### src/rtl/dcache_req_enq_arbiter.sv
// Round-robin enqueue arbiter: N_REQ D-cache requesters share one branch-killable
// queue through a one-entry staging register with reservation and anti-starvation.
package ExuST;
  localparam int MAX_BR_COUNT = 4;

  typedef struct packed {
    logic [MAX_BR_COUNT-1:0] resolve_mask;
  } BrResolutionInfoST;

  typedef struct packed {
    BrResolutionInfoST b1;
  } BrUpdateInfoST;
endpackage

package MSHRST;
  typedef struct packed {
    logic [ExuST::MAX_BR_COUNT-1:0] br_mask;
    logic                           uses_ldq;
    logic                           uses_stq;
    logic [4:0]                     ldq_idx;
    logic [4:0]                     stq_idx;
  } MicroOpST;

  typedef struct packed {
    MicroOpST    uop;
    logic [4:0]  cmd;
    logic [1:0]  size;
    logic [31:0] addr;
    logic [31:0] data;
  } BoomDCacheReqInternalST;
endpackage

// Handshakes: a transfer happens in a cycle where valid and ready are both 1;
// ready never depends on the same port's ready, and valid never waits on ready.
module dcache_req_enq_arbiter #(
  parameter int N_REQ        = 3,
  parameter int Q_ENTRIES    = 16,
  parameter int RESERVE      = 2,
  parameter int STARVE_LIMIT = 15
) (
  input  logic                               clock,
  input  logic                               reset,
  input  ExuST::BrUpdateInfoST               io_brupdate,
  input  logic                               io_flush,
  input  logic [N_REQ-1:0]                   io_req_valid,
  output logic [N_REQ-1:0]                   io_req_ready,
  input  MSHRST::BoomDCacheReqInternalST     io_req_bits [N_REQ],
  output logic                               io_enq_valid,
  input  logic                               io_enq_ready,
  output MSHRST::BoomDCacheReqInternalST     io_enq_bits,
  input  logic [$clog2(Q_ENTRIES):0]         io_q_count,
  output logic [$clog2(N_REQ)-1:0]           io_grant_id,
  output logic                               io_busy
);
  localparam int BRW = ExuST::MAX_BR_COUNT;
  localparam int GW  = $clog2(N_REQ);
  localparam int CW  = $clog2(Q_ENTRIES) + 1;
  localparam int WW  = $clog2(STARVE_LIMIT + 1);

  localparam logic [CW-1:0] SHARED_LIMIT = CW'(Q_ENTRIES - RESERVE);
  localparam logic [WW-1:0] WAIT_MAX     = WW'(STARVE_LIMIT);
  localparam logic [GW-1:0] LAST_ID      = GW'(N_REQ - 1);

  typedef MSHRST::BoomDCacheReqInternalST req_t;

  function automatic logic killed(input logic [BRW-1:0] m, input logic [BRW-1:0] r);
    return |(m & r);
  endfunction

  logic [BRW-1:0] resolve;
  logic [N_REQ-1:0] elig;
  logic           stage_valid;
  logic [GW-1:0]  stage_id;
  req_t           stage_bits;
  logic [GW-1:0]  rr_ptr;
  logic [WW-1:0]  wait_cnt [N_REQ];
  logic           stage_dead;
  logic           stage_free;
  logic           win_valid;
  logic           win_starve;
  logic [GW-1:0]  win_id;
  req_t           win_bits;

  assign resolve = io_brupdate.b1.resolve_mask;

  always_comb begin
    elig = '0;
    for (int i = 0; i < N_REQ; i++) begin
      elig[i] = io_req_valid[i]
             && !killed(io_req_bits[i].uop.br_mask, resolve)
             && !(io_flush && io_req_bits[i].uop.uses_ldq)
             && ((i == 0) || (io_q_count < SHARED_LIMIT));
    end
  end

  assign stage_dead = stage_valid
                   && (killed(stage_bits.uop.br_mask, resolve)
                       || (io_flush && stage_bits.uop.uses_ldq));
  assign stage_free = !stage_valid || io_enq_ready || stage_dead;

  // Loops run downward so the last hit is the lowest index / nearest to rr_ptr.
  always_comb begin
    int idx;
    idx        = 0;
    win_valid  = 1'b0;
    win_starve = 1'b0;
    win_id     = '0;
    win_bits   = '0;
    if (stage_free) begin
      for (int i = N_REQ - 1; i >= 0; i--) begin
        if (elig[i] && (wait_cnt[i] == WAIT_MAX)) begin
          win_valid  = 1'b1;
          win_starve = 1'b1;
          win_id     = GW'(i);
        end
      end
      if (!win_starve) begin
        for (int k = N_REQ - 1; k >= 0; k--) begin
          idx = int'(rr_ptr) + k;
          if (idx >= N_REQ) idx = idx - N_REQ;
          if (elig[idx]) begin
            win_valid = 1'b1;
            win_id    = GW'(idx);
          end
        end
      end
    end
    for (int i = 0; i < N_REQ; i++) begin
      if (win_id == GW'(i)) win_bits = io_req_bits[i];
    end
  end

  always_comb begin
    io_req_ready = '0;
    for (int i = 0; i < N_REQ; i++) begin
      io_req_ready[i] = win_valid && (win_id == GW'(i));
    end
  end

  always_ff @(posedge clock or posedge reset) begin
    if (reset) begin
      stage_valid <= 1'b0;
      stage_id    <= '0;
      stage_bits  <= '0;
      rr_ptr      <= '0;
    end else begin
      if (win_valid) begin
        stage_valid              <= 1'b1;
        stage_id                 <= win_id;
        stage_bits               <= win_bits;
        stage_bits.uop.br_mask   <= win_bits.uop.br_mask & ~resolve;
        if (!win_starve) rr_ptr  <= (win_id == LAST_ID) ? '0 : win_id + 1'b1;
      end else if (stage_dead || (stage_valid && io_enq_ready)) begin
        stage_valid <= 1'b0;
      end else begin
        stage_bits.uop.br_mask <= stage_bits.uop.br_mask & ~resolve;
      end
    end
  end

  always_ff @(posedge clock or posedge reset) begin
    if (reset) begin
      for (int i = 0; i < N_REQ; i++) wait_cnt[i] <= '0;
    end else begin
      for (int i = 0; i < N_REQ; i++) begin
        if (elig[i] && !io_req_ready[i])
          wait_cnt[i] <= (wait_cnt[i] == WAIT_MAX) ? wait_cnt[i] : wait_cnt[i] + 1'b1;
        else
          wait_cnt[i] <= '0;
      end
    end
  end

  always_comb begin
    io_enq_bits             = stage_bits;
    io_enq_bits.uop.br_mask = stage_bits.uop.br_mask & ~resolve;
  end

  assign io_enq_valid = stage_valid && !stage_dead;
  assign io_grant_id  = stage_id;
  assign io_busy      = stage_valid;
endmodule
### config.mk
export PLATFORM = sky130hd
export DESIGN_NAME = dcache_req_enq_arbiter
export DESIGN_NICKNAME = d
export VERILOG_FILES = /design/src/rtl/dcache_req_enq_arbiter.sv
export SDC_FILE = /design/constraint.sdc
export NUM_CORES = 1
export LEC_CHECK = 0
export CAP_MARGIN = 25
export CORE_MARGIN = 2
export CORE_UTILIZATION = 31
export DETAILED_ROUTE_END_ITERATION = 7
export PLACE_DENSITY = 0.69
export SYNTH_ARGS = -nofsm -noshare
export SYNTH_HDL_FRONTEND = slang
export SYNTH_SLANG_ARGS = --single-unit
### constraint.sdc
create_clock -name clock -period 9.35 [get_ports clock]
set_input_delay 1.87 -clock clock [delete_from_list [all_inputs] [get_ports clock]]
set_output_delay 1.87 -clock clock [all_outputs]
set_load 0.01 [all_outputs]
## After elaboration in Yosys (flattened, before gate mapping)

Index checks and enable logic that the tools add are counted.

- $add $sub $neg: 9
- $mul: 0
- Divide/modulo/power cells: 0
- $lt $le $gt $ge: 7
- Eq/ne operators: 9
- Shift-type cells: 0
- Multiplexer cells: 50
- Bitwise logic cells: 8
- Reduce and logical (&&, ||, !) cells: 46

Operators with widths:

| operator | number |
|---|---|
| 32-bit two-way mux | 9 |
| 87-bit two-way mux | 3 |
| 32-bit by 4-bit < comparator with 1-bit output, second input constant | 3 |
| 4-bit two-way mux | 8 |
| 4-bit AND | 6 |
| 1-bit logical AND | 24 |
| 1-bit two-way mux | 18 |
| 2-bit two-way mux | 9 |
| 4-bit OR reduction | 4 |
| 4-bit by 1-bit adder with 4-bit output, second input constant | 3 |
| 4-bit == test, second input constant | 3 |
| 1-bit logical NOT | 11 |
| 2-bit != test, second input constant | 4 |
| 3-bit by 2-bit subtractor with 4-bit output, second input constant | 2 |
| 1-bit binary-select mux with 2-bit select | 3 |
| 3-bit by 2-bit greater-or-equal comparator with 1-bit output, second input constant | 2 |
| 5-bit by 4-bit < comparator with 1-bit output, second input constant | 1 |
| 1-bit logical OR | 4 |
| 4-bit NOT | 1 |
| 2-bit by 1-bit adder with 3-bit output, second input constant | 1 |
| 2-bit by 2-bit adder with 3-bit output, second input constant | 1 |
| 2-bit by 2-bit subtractor with 3-bit output, second input constant | 1 |
| 2-bit by 1-bit adder with 2-bit output, second input constant | 1 |
| 2-bit by 1-bit == test with 1-bit output, second input constant | 1 |
| other kinds (6) | 6 |

- Register bits: 104
- Bits in latches: 0
- RAM bits: 0
- Bits in read-only memories: 0
- Output and inout bits: 94
- Memories kept: 0

## Longest topological paths before layout

- Depth in word-level cells: 27
- Mapped depth: 12
- Mapped depth without buffers: 10

## Worst setup path after synthesis

OpenSTA, ideal clock, no wires.

- Kind: input -> output
- Start: input io_q_count[1]
- End: output io_req_ready[0]
- Arrival: 3342 ps
- Data required time: 7480 ps
- Setup slack: 4138 ps
- Stages: 7
- Cells stage by stage: a31oi_1 > nand4_1 > o211ai_1 > a211oi_2 > buf_4 > o21ai_2 > and3_1

- Cells in the longest elaborated chain, start to end: 13

Ends and longest elaborated chain:

| what | line | source |
|---|---|---|
| from (decl) | 51 | `input logic [$clog2(Q_ENTRIES):0] io_q_count,` |
| 5-bit by 4-bit < comparator with 1-bit output * | 92 | `&& ((i == 0) \|\| (io_q_count < SHARED_LIMIT));` |
| 1-bit logical AND | 92 |  |
| 1-bit logical AND | 111 | `if (elig[i] && (wait_cnt[i] == WAIT_MAX)) begin` |
| 2-bit two-way mux (3 in a row) | 111 |  |
| 2-bit two-way mux (3 in a row) | 121 | `if (elig[idx]) begin` |
| 2-bit two-way mux | 117 | `if (!win_starve) begin` |
| 2-bit two-way mux | 109 | `if (stage_free) begin` |
| 2-bit logical NOT | 136 | `io_req_ready[i] = win_valid && (win_id == GW'(i));` |
| 1-bit logical AND * | 136 |  |
| to (decl) | 46 | `output logic [N_REQ-1:0] io_req_ready,` |

Mark *: on every way between the ends. The rest lies on a longest branch, timed or not. The select of a mux whose other input is x is not followed.

## Worst setup path in the final report

- Start: input io_brupdate[3] (netlist name)
- End: output io_req_ready[1]

- Cells in the longest elaborated chain, start to end: 17

Ends and longest elaborated chain:

| what | line | source |
|---|---|---|
| from (decl) | 43 | `input ExuST::BrUpdateInfoST io_brupdate,` |
| 4-bit AND | 67 | `return \|(m & r);` |
| 4-bit OR reduction | 67 |  |
| 1-bit logical NOT | 90 | `&& !killed(io_req_bits[i].uop.br_mask, resolve)` |
| 1-bit logical AND | 90 |  |
| 1-bit logical AND | 91 | `&& !(io_flush && io_req_bits[i].uop.uses_ldq)` |
| 1-bit logical AND | 92 |  |
| 1-bit logical AND | 111 |  |
| 2-bit two-way mux (3 in a row) | 111 |  |
| 2-bit two-way mux (3 in a row) | 121 |  |
| 2-bit two-way mux | 117 |  |
| 2-bit two-way mux | 109 |  |
| 2-bit by 1-bit == test with 1-bit output | 136 |  |
| 1-bit logical AND * | 136 |  |

Marks and branches as above.

==> impl_results.md <==
- Psw: 951.6 uW
- Drt drc: 0
- Layout area overhead: 50.97%
- Pins Over Slew Limit: 0
- Synthesized area: 0.007020 sq mm
- Share of layout cells above drive strength 1: 0.03799
- Die X-Extent: 154.5 um
- VDD IR max: 116.4 uV
- Post-synthesis sequential area ratio: 0.3707
- Worst clock skew: ~13 ps
- WHS Endpoint: io_grant_id[1]$_DFFE_PP0N_
- Avg Synthesized Cell Area: 7.888 sq um
- DR iter-0 viols: about 850
- Yosys cell types: 53
- FF+latch area: 0.002603 sq mm
- Required @ worst endpoint: about 7500 ps
- Pleak: between 4 and 5 nW
- Worst Tran Pin Value: between 900 and 1000 ps
- 1st-pass router iterations: 5
- Critical path's most frequent cell: clkdlybuf4s50_1
- Top delay family on crit path: buffers and inverters
- Int Power: approximately 1.5 mW
- Reg2reg setup slack: 5580 ps
- First-pass GRT wire length: 42060 um
- Post-DP HPWL: 19190 um
- Signal arrival time at the worst endpoint: 5650 ps
- Synth Instances: 890
- Vias per inst: 5.428
- Die height: 154.5 um
- GP Congestion: between 0.8 and 0.9
- GRT Overall Usage: 0.2226
- R2r worst-path depth: 11
- Final Util: 0.4724
- Worst hold stages: 2
- Flop pwr share: 0.309
- Setup bufs post-CTS: 0
- Top FF cell, synth: dfrtp_1
- Hold path start: io_grant_id[1]$_DFFE_PP0N_
- Drt total wl: 27640 um
- Nets@finish: 1411
- Period utilisation layout: 0.8045
- Vias: 7691
- R2R Path Start: rr_ptr[0]$_DFFE_PP0P_
- Logic pwr share: 0.536
- Reg clk slew, reported paths: roughly 70 ps
- Cell Count, Final, Fillers Out: 1417
- Pwr Density: 227.9 mW/mm^2
- Post-cts repair resize count: 0
- CTS buffer count: 9
- Slowest cell on the critical path: nand2_1
- Placed cell count: ~1400
- Syn_nets: 1174
- Max Clk Rate: 132.9 MHz
- Multi-input logic area: 0.003480 sq mm
- YS warnings: 0
- Core area: 0.02243 sq mm
- Crit-path max FO: 66
- Hold/Removal Path Class: reg2reg
- Worst path cell trace: clkdlybuf4s50_1, a222oi_1, nand4b_1, and2_4, nand2_1, inv_2, clkdlybuf4s50_1
- R2R Path End: io_enq_bits[59]$_DFFE_PP0N_
- Buf+Inv Stages, Crit Path: 3
- Initial antenna violation count: 0
- CP endpoint kind: output port
- Starting Density: 0.3129
- Clk pwr share: 0.155
- Post-synth EDFFs: 0
- TritonCTS clock tree: built
- Clk sinks: 104
- Fin Setup TNS: 0 ps
- Max-cap violations: 0
- Slowest Stage Delay on Critical Path: 780 ps
- Wire per inst: 19.51 um
- Hold Buf Count CTS: 0
- Relative slew margins: 0.3955
- Max clock buf depth: 2
- Std cell rows: 55
- Root Driver: clkbuf_16
- FFs w/ async S/R, synth: 1.000
- IO Count: 371
- #FFs+latches synth: approximately 100
- Antenna Cells: 0
- Final Hold Viols: 0
- CP Launch Type: primary input
- Number of fill cells: 2195
- RSZ-0062 raised after global routing: false
- Vias in the first global route: 7344
- Outcome: complete, no violations
- Net Sw Frac: 0.3940
- Min Tclk post-route: 7522 ps
- Setup-failing EPs final: 0
- PortBufs: approximately 370
- Clk Latency, worst-skew pair: approximately 350 ps
- Final ANT Viol Nets: 0
- Die area: approximately 0.024 sq mm
- Max H-tree Level: 3
- Setup CP Type: in2out
- Remaining global-route overflow: 0
- Pin count of the biggest net entering global routing: approximately 90
-- cell usage in the layout, fill, tap and decap left out, drive strengths merged, types with 2 or more instances in the layout --
| cell | count |
|---|---|
| and2 | 3 |
| mux2i | 3 |
| a22oi | 7 |
| a22o | 4 |
| clkbuf | 9 |
| clkinvlp | 2 |
| nand2 | 104 |
| a221o | 3 |
| a211oi | 5 |
| a211o | 2 |
| xnor2 | 2 |
| nand4 | 2 |
| o211ai | 2 |
| nand3 | 66 |
| buf | 12 |
| o32ai | 3 |
| a31oi | 7 |
| a31o | 2 |
| a221oi | 23 |
| ha | 7 |
| clkdlybuf4s50 | 369 |
| a21boi | 3 |
| o21ai | 229 |
| and4 | 2 |
| clkinv | 2 |
| and3 | 94 |
| a2111oi | 3 |
| nor2 | 22 |
| nand2b | 3 |
| a21oi | 5 |
| inv | 13 |
| nor3 | 3 |
| nor2b | 3 |
| dfrtp | 104 |
-- stage by stage --
stage               hold WS (ps)  power (mW)  setup WS, ps  area, sq um
floorplan                  451.0       1.575          4138         7020
global placement           461.4       1.999          1810        10230
detailed placement         463.4       2.049          1788        10320
CTS                        482.6       2.434          1779        10600
global route               511.3       2.594          1617        10600
finish                     479.4       2.415          1828        10600
-- flip-flops by register name, indices dropped and copies added, names as in the netlist --
| signal | cells |
|---|---|
| rr_ptr | 2 |
| wait_cnt | 12 |
| io_enq_bits | 83 |
| io_grant_id | 2 |
| stage_bits | 4 |
| io_busy | 1 |
-- how the worst max path moves through the flow --
stage                    from              end  slack [ps]  cells past startpoint
2_1_floorplan   io_q_count[1]  io_req_ready[0]        4140                      7
3_3_place_gp   io_brupdate[3]  io_req_ready[1]        1810                      7
3_5_place_dp   io_brupdate[3]  io_req_ready[1]        1790                      7
4_1_cts        io_brupdate[3]  io_req_ready[1]        1780                      7
5_1_grt        io_brupdate[3]  io_req_ready[1]        1620                      7
6_report       io_brupdate[3]  io_req_ready[1]        1830                      7
-- worst reg2reg max path, delay by kind of cell, from the launching register on --
kind / cells / cell delay, ps
buffers and inverters: 3 / 1090
AND/OR/NAND/NOR: 3 / 890
AO/OA/AOI/OAI: 4 / 860
adder cells (fa/ha/maj): 1 / 440
flip-flops: 1 / 370
-- power by group through the flow --
stage	logic (mW)	clock network, mW	registers [mW]
finish	1.29	0.375	0.746
global route	1.42	0.408	0.769
CTS	1.30	0.390	0.744
detailed placement	1.30	0	0.752
global placement	1.25	0	0.745
floorplan	0.849	0	0.725
-- Yosys cell counts (all sizes together), types with 2 or more instances --
cell | instances | area [sq um]
a21oi | 5 | 25.02
clkbuf | 47 | 176.4
nand2b | 3 | 18.77
xnor2 | 2 | 17.52
a22oi | 7 | 52.55
nor2 | 22 | 82.58
nand4 | 2 | 12.51
a221oi | 23 | 201.4
a31o | 2 | 17.52
nand2 | 104 | 392.9
and3 | 94 | 593.1
a211oi | 5 | 42.54
a31oi | 7 | 43.79
nand3 | 66 | 330.3
a22o | 4 | 35.03
a21boi | 3 | 26.28
o32ai | 3 | 26.28
ha | 7 | 87.58
dfrtp | 104 | 2603
a211o | 2 | 17.52
and2 | 3 | 21.27
and4 | 2 | 17.52
a2111oi | 3 | 26.28
nor2b | 3 | 18.77
buf | 108 | 755.7
nor3 | 3 | 15.01
inv | 10 | 37.53
mux2i | 3 | 30.03
o211ai | 2 | 20.02
o21ai | 229 | 1154
a221o | 3 | 30.03
-- routing by layer --
| layer | part of all wire | GRT usage |
|---|---|---|
| met2 | 0.48 | 0.3663 |
| met4 | 0.021 | 0.06526 |
| met1 | 0.43 | 0.2975 |
| met5 | 0 | 0 |
| met3 | 0.072 | 0.04399 |
-- final cells by class --
type,instances,area share
sequential,104,0.2455
inverter,10,0.003778
timing repair buffer,381,0.3624
multi-input combinational,621,0.3283
clock inverter,7,0.005076
tap,285,0.03364
clock buffer,9,0.02125
-- cells by family after synthesis --
logic type                 after synthesis  share of synthesized area
AOI/OAI and AO/OA                      303                     0.2531
xor gates and xnor gates                 3                   0.003743
adders and majority gates                7                    0.01247
buffers and inverters                  165                     0.1381
DFF                                    104                     0.3707
muxes                                    3                   0.004277
and+or+nand+nor                        305                     0.2176
No activity file was read; power rests on OpenSTA's default activity.
